## src/rtl/rx_smi_sched_pkg.sv

```systemverilog
// Shared definitions for the RX sample scheduler: FSM encoding,
// channel identifiers and the default burst length.
package rx_smi_sched_pkg;

    typedef enum logic [1:0] {
        ST_IDLE  = 2'd0,
        ST_FETCH = 2'd1,
        ST_SEND  = 2'd2
    } state_t;

    localparam logic CH_09 = 1'b0;
    localparam logic CH_24 = 1'b1;

    localparam int DEF_BURST_WORDS = 4;

endpackage

```

## src/rtl/rx_smi_sched_rr_arb2.sv

```systemverilog
// Two-requester round-robin arbiter with burst hold. Purely combinational;
// the priority pointer and burst count live in the parent.
module rr_arb2 (
    input  logic [1:0] eligible,
    input  logic       hold,
    input  logic       cur_chan,
    input  logic       prio,
    output logic [1:0] grant,
    output logic       fresh,
    output logic       prio_next
);

    // Keep the running burst if allowed, else pick by priority and rotate.
    always_comb begin
        grant     = 2'b00;
        fresh     = 1'b0;
        prio_next = prio;
        if (hold && eligible[cur_chan]) begin
            grant[cur_chan] = 1'b1;
        end else if (eligible[prio]) begin
            grant[prio] = 1'b1;
            fresh       = 1'b1;
            prio_next   = ~prio;
        end else if (eligible[~prio]) begin
            // Granted the low-priority side: the other channel is already
            // the priority holder, so the pointer stays put.
            grant[~prio] = 1'b1;
            fresh        = 1'b1;
            prio_next    = prio;
        end
    end

endmodule

```

## src/rtl/rx_smi_sched.sv

```systemverilog
// Drains the 0.9 GHz and 2.4 GHz RX FIFOs with burst-limited round-robin and
// serializes each 32-bit word MSB-first onto the SMI byte port.
module rx_smi_sched
    import rx_smi_sched_pkg::*;
#(
    parameter int BURST_WORDS = DEF_BURST_WORDS,
    parameter int CNT_W       = 16
) (
    input  logic             i_sys_clk,
    input  logic             i_rst_b,
    input  logic [1:0]       i_chan_en,
    input  logic             i_cnt_clr,
    input  logic             i_09_empty,
    output logic             o_09_pull,
    input  logic [31:0]      i_09_data,
    input  logic             i_24_empty,
    output logic             o_24_pull,
    input  logic [31:0]      i_24_data,
    output logic [7:0]       o_byte,
    output logic             o_byte_valid,
    input  logic             i_byte_ready,
    output logic             o_chan_id,
    output logic             o_word_start,
    output logic             o_busy,
    output logic [CNT_W-1:0] o_09_words,
    output logic [CNT_W-1:0] o_24_words
);

    localparam int BW = $clog2(BURST_WORDS + 1);
    localparam logic [BW-1:0] BURST_MAX = BW'(BURST_WORDS);

    state_t           state_reg, state_next;
    logic             chan_reg, chan_next;
    logic             prio_reg, prio_next;
    logic [BW-1:0]    burst_reg, burst_next;
    logic [31:0]      shift_reg, shift_next;
    logic [1:0]       idx_reg, idx_next;
    logic [CNT_W-1:0] cnt09_reg, cnt09_next;
    logic [CNT_W-1:0] cnt24_reg, cnt24_next;

    logic [1:0] eligible;
    logic       burst_live;
    logic [1:0] grant;
    logic       fresh;
    logic       arb_prio_next;

    assign eligible = i_chan_en & ~{i_24_empty, i_09_empty};

    // A zero burst count only occurs before the first word after reset, so
    // it must not count as a live burst: the first grant goes through
    // priority and rotates the pointer like any other fresh grant.
    assign burst_live = (burst_reg != '0) && (burst_reg < BURST_MAX);

    rr_arb2 u_arb (
        .eligible  (eligible),
        .hold      (burst_live),
        .cur_chan  (chan_reg),
        .prio      (prio_reg),
        .grant     (grant),
        .fresh     (fresh),
        .prio_next (arb_prio_next)
    );

    assign o_chan_id  = chan_reg;
    assign o_09_words = cnt09_reg;
    assign o_24_words = cnt24_reg;

    // State and datapath registers; reset drops any partially sent word.
    always_ff @(posedge i_sys_clk or negedge i_rst_b) begin
        if (!i_rst_b) begin
            state_reg <= ST_IDLE;
            chan_reg  <= CH_09;
            prio_reg  <= CH_09;
            burst_reg <= '0;
            shift_reg <= '0;
            idx_reg   <= '0;
            cnt09_reg <= '0;
            cnt24_reg <= '0;
        end else begin
            state_reg <= state_next;
            chan_reg  <= chan_next;
            prio_reg  <= prio_next;
            burst_reg <= burst_next;
            shift_reg <= shift_next;
            idx_reg   <= idx_next;
            cnt09_reg <= cnt09_next;
            cnt24_reg <= cnt24_next;
        end
    end

    // Next-state logic and Moore/Mealy outputs of the drain/serialize FSM.
    always_comb begin
        state_next   = state_reg;
        chan_next    = chan_reg;
        prio_next    = prio_reg;
        burst_next   = burst_reg;
        shift_next   = shift_reg;
        idx_next     = idx_reg;
        cnt09_next   = cnt09_reg;
        cnt24_next   = cnt24_reg;
        o_09_pull    = 1'b0;
        o_24_pull    = 1'b0;
        o_byte_valid = 1'b0;
        o_byte       = 8'd0;
        o_word_start = 1'b0;
        o_busy       = (state_reg != ST_IDLE);

        if (i_cnt_clr) begin
            cnt09_next = '0;
            cnt24_next = '0;
        end

        case (state_reg)
            ST_IDLE: begin
                if (grant != 2'b00) begin
                    o_09_pull  = grant[0];
                    o_24_pull  = grant[1];
                    chan_next  = grant[1];
                    if (fresh) begin
                        burst_next = '0;
                        prio_next  = arb_prio_next;
                    end
                    state_next = ST_FETCH;
                end
            end
            ST_FETCH: begin
                shift_next = (chan_reg == CH_24) ? i_24_data : i_09_data;
                idx_next   = 2'd0;
                // A clear in this cycle wins and swallows this word's count.
                if (!i_cnt_clr) begin
                    if (chan_reg == CH_24) begin
                        cnt24_next = cnt24_reg + CNT_W'(1);
                    end else begin
                        cnt09_next = cnt09_reg + CNT_W'(1);
                    end
                end
                if (burst_reg < BURST_MAX) begin
                    burst_next = burst_reg + BW'(1);
                end
                state_next = ST_SEND;
            end
            ST_SEND: begin
                o_byte_valid = 1'b1;
                o_byte       = shift_reg[31:24];
                o_word_start = (idx_reg == 2'd0);
                if (i_byte_ready) begin
                    shift_next = {shift_reg[23:0], 8'd0};
                    idx_next   = idx_reg + 2'd1;
                    if (idx_reg == 2'd3) begin
                        state_next = ST_IDLE;
                    end
                end
            end
            default: begin
                state_next = ST_IDLE;
            end
        endcase
    end

endmodule

```

## config.mk

```make
export PLATFORM = sky130hd
export DESIGN_NAME = rx_smi_sched
export DESIGN_NICKNAME = d
export VERILOG_FILES = /design/src/rtl/rx_smi_sched_pkg.sv /design/src/rtl/rx_smi_sched_rr_arb2.sv /design/src/rtl/rx_smi_sched.sv
export SDC_FILE = /design/constraint.sdc
export NUM_CORES = 1
export LEC_CHECK = 0
export ABC_AREA = 0
export CORE_MARGIN = 5
export CORE_UTILIZATION = 49
export CTS_BUF_LIST = sky130_fd_sc_hd__clkbuf_4
export DETAILED_ROUTE_END_ITERATION = 8
export PLACE_DENSITY = 0.83
export SLEW_MARGIN = 25
export SYNTH_ARGS = -nofsm -noshare
export SYNTH_HDL_FRONTEND = slang
export SYNTH_SLANG_ARGS = --single-unit
```

## constraint.sdc

```tcl
create_clock -name i_sys_clk -period 2 [get_ports i_sys_clk]
set_input_delay 0.3 -clock i_sys_clk [delete_from_list [all_inputs] [get_ports i_sys_clk]]
set_output_delay 0.3 -clock i_sys_clk [all_outputs]
set_load 0.005 [all_outputs]
```

==> qor.yml, run 1 <==
setup_path:
  crit_arrival_ns: 1.66
  start_kind: "flop"
  slowest_delay_ns: 0.39
  r2r_cells: 5
  r2r-start: "state_reg[1]$_DFFE_PN0P_"
  cp.required_ns: 1.70
  ff2ff_setup_slack_ns: 0.14
  path_class: "flop to primary output"
  cp_max_fo: 3
  worstSetupEndpointType: "primary output"
  crit_chain: "inv_2, ha_4, nor2_2, nand2_2, a31oi_2, clkdlybuf4s15_2"
  cp_slowest_cell: "dfrtp_1"
  r2r_end: "o_09_words[12]$_DFF_PN0_"
timing:
  max_clock_freq_mhz: 511.4
  skew_ns: 0.01276
  rsz0062_at_grt: "yes"
  max_slew_margin_pct: 65.29
  finalMaxSlewViolations: 0
  setup_viol: 0
  tightest_slew_ns: 0.5207
  period_share_pct: 97.77
  period_minus_slack_ns: 1.955
  hold_viol_final: 0
clocking:
  h-tree-depth: 3
  clock_sinks: 73
  cts_buffer_depth: 2
  numCtsBuffers: 9
  clkLatencyLatePin_ns: 0.42
  cts_tree: "yes"
  clk_pin_slew_ns: 0.12
  cts-root-buf: "clkbuf_4"
yosys:
  avgSynthCellArea_um2: 8.925
  synth_largest_area_cell: "dfrtp_1"
  synth_top_area_share_pct: 46.10
  ys_ff_latch: 73
  ys_types: 41
  synth_area_leaders: "dfrtp_1, mux2i_1, o21ai_0"
  seq_area_frac_synth_pct: 46.10
  yosysMostFrequentCell: "dfrtp_1"
  netlist_area_um2: 3963
  yosysWarnings: 0
  synthArstFlopShare_pct: 100.0
  synthFlopType: "dfrtp_1"
  synth_nets: 522
  synth-edff-count: 0
  netlist_top_cells_count: "dfrtp_1, nand2_1, nor2_1"
  syn_inst: 444
floorplan:
  core-area_um2: 7807
  initial_core_util_pct: 50.75
  die_x_um: 99.93
  die_h_um: 99.93
  num_rows: 32
  die_area_um2: 9985
  io_pins: 118
detailed_routing:
  antenna_left: 0
  via_per_inst: 5.409
  vias: 3678
  drt_iter0_drc: 168
  first_pass_iters: 4
  wl_met3_um: 601
  met2_length_um: 5176
  wl_met1_um: 4042
  wl_per_cell_um: 14.75
  drc_errors: 0
  maxUsedRoutingLayer: "met4"
  postRouteWirelength_um: 10030
global_routing:
  antenna_found_initial: 0
  grt_pass1_vias: 3695
  grt_pass1_wl_um: 16820
  gr-total-overflow: 0
  grt_util_all_layers_pct: 20.87
  grt_start_max_net_pins: 57
place:
  dp_hpwl_um: 7453
  gp_congestion: 0.7915
  io_buffer_count: 117
  place_area_um2: 5259
run_status:
  outcome: "completed"
power:
  totalPowerFinal_uw: 5474
  p_leak_uw: 0.002451
  peakVddDrop_mv: 0.5466
  power_density_nw_per_um2: 987.2
layout:
  nets: 651
  largest_reg_flops: 32
  drive_above_1_share_pct: 12.28
  area_delta_synth_final_pct: 39.94
  antennaDiodeCount: 0
  fillCellCount: 593
  postLayoutCellArea_um2: 5545
min_path:
  hold_path_class: "primary input to asynchronous set/reset pin"
flow_run:
  drv_cap: 0
==> layer usage <==
layer / up-vias / global-route usage [%]
li1: 1796 / -
met1: 1724 / 24.56
met2: 134 / 36.07
met3: 24 / 5.351
met4: 0 / 8.824
met5: - / 0
==> worst max-delay path by stage <==
| stage | start | endpoint | slack (ns) | cells after the start |
|---|---|---|---|---|
| 2_1_floorplan | o_chan_id$_DFFE_PN0P_ | o_09_words[15]$_DFF_PN0_ | 0.30 | 6 |
| 3_3_place_gp | i_chan_en[1] | o_24_pull | 0.03 | 5 |
| 3_5_place_dp | i_chan_en[0] | o_09_pull | -0.07 | 5 |
| 4_1_cts | burst_reg[0]$_DFFE_PN0P_ | o_09_pull | -0.05 | 6 |
| 5_1_grt | burst_reg[0]$_DFFE_PN0P_ | o_24_pull | -0.06 | 6 |
| 6_report | burst_reg[0]$_DFFE_PN0P_ | o_24_pull | 0.04 | 6 |
==> worst max-delay path, delay by kind of cell, from the launching register on <==
kind            cells  cell delay, ns
fa+ha+maj           1            0.16
compound gates      1            0.16
buf+inv             2            0.29
simple gates        2            0.24
flops               1            0.39
==> where the power goes <==
part           switching [µW]  internal [µW]  total (µW)
combinational            1260           1180        2440
clock                     526            378         904
sequential                298           1830        2130
==> final cells by class <==
cell class                 instances  area (µm²)  area share, %
multi-input combinational        338        2058          37.12
inverter                           7       26.28         0.4738
sequential                        73        1831          33.01
clock inverter                     7       71.32          1.286
clock buffer                       9       67.56          1.218
timing repair buffer             144        1364          24.59
tap                              102       127.6          2.301
==> through the flow <==
stage	TNS (ns)	worst slack, ns	instances	util (%)	hold slack [ns]
after floorplan	0	0.2999	444	-	0.004409
after global placement	0	0.03281	649	67.36	0.2432
after detailed placement	-0.1033	-0.06880	649	67.36	0.2420
after CTS	-0.09718	-0.05183	676	70.50	0.3233
after global routing	-0.05545	-0.05545	680	71.03	0.3229
final	0	0.04462	680	71.03	0.3331
==> kinds of logic after synthesis <==
family          Yosys count  synth area share [%]
simple gates            180                 22.10
fa+ha+maj                 6                 1.894
buf+inv                  34                 3.663
xor+xnor                 19                 4.200
flops                    73                 46.10
compound gates           98                 13.39
mux                      34                 8.652
==> repair_timing <==
item	CTS	global route
pin swaps	4	0
hold buffers	1	0
cloned	1	0
setup buffers	9	4
endpoints found under the hold margin	27	0
gates resized for setup	32	11
setup endpoints to repair	13	6
==> layout by cell type (no fill, tap or decap), types with 2 or more instances in the layout <==
master           synthesis  final
and4_1                   3      3
xor2_1                  10     10
clkdlybuf4s50_1          0    105
dlygate4sd2_1            0      6
nand3_1                 13     13
buf_4                    0     25
nor2_1                  50     48
nand2_1                 58     57
o21ai_0                 45     44
buf_2                    8      3
inv_1                    7      5
or3_1                    9      9
mux2_2                   2      2
and2_4                   0      3
nor4_1                   3      3
nor2b_1                  5      4
and3_1                   3      3
a21oi_1                 39     38
or4_1                    2      2
xnor2_1                  9      9
a22o_1                   4      4
inv_2                    0      2
dfrtp_2                  0      3
clkinv_2                 0      2
ha_1                     6      5
mux2i_1                 32     32
and2_1                  12      9
nand2b_1                 2      2
dfrtp_1                 73     70
nor3_1                   6      6
nand2_2                  1      2
nand4_1                  8      8
o31ai_1                  3      3
clkinvlp_4               0      3
clkbuf_4                 0      9
nor2b_4                  0      2
Power figures use the tool's default switching activity.
==> inputs of run 2 (changes only) <==
CAP_MARGIN = 5   (was unset)
==> results of run 2 <==
Final layout, timing and power as in run 1 (identical DEF).
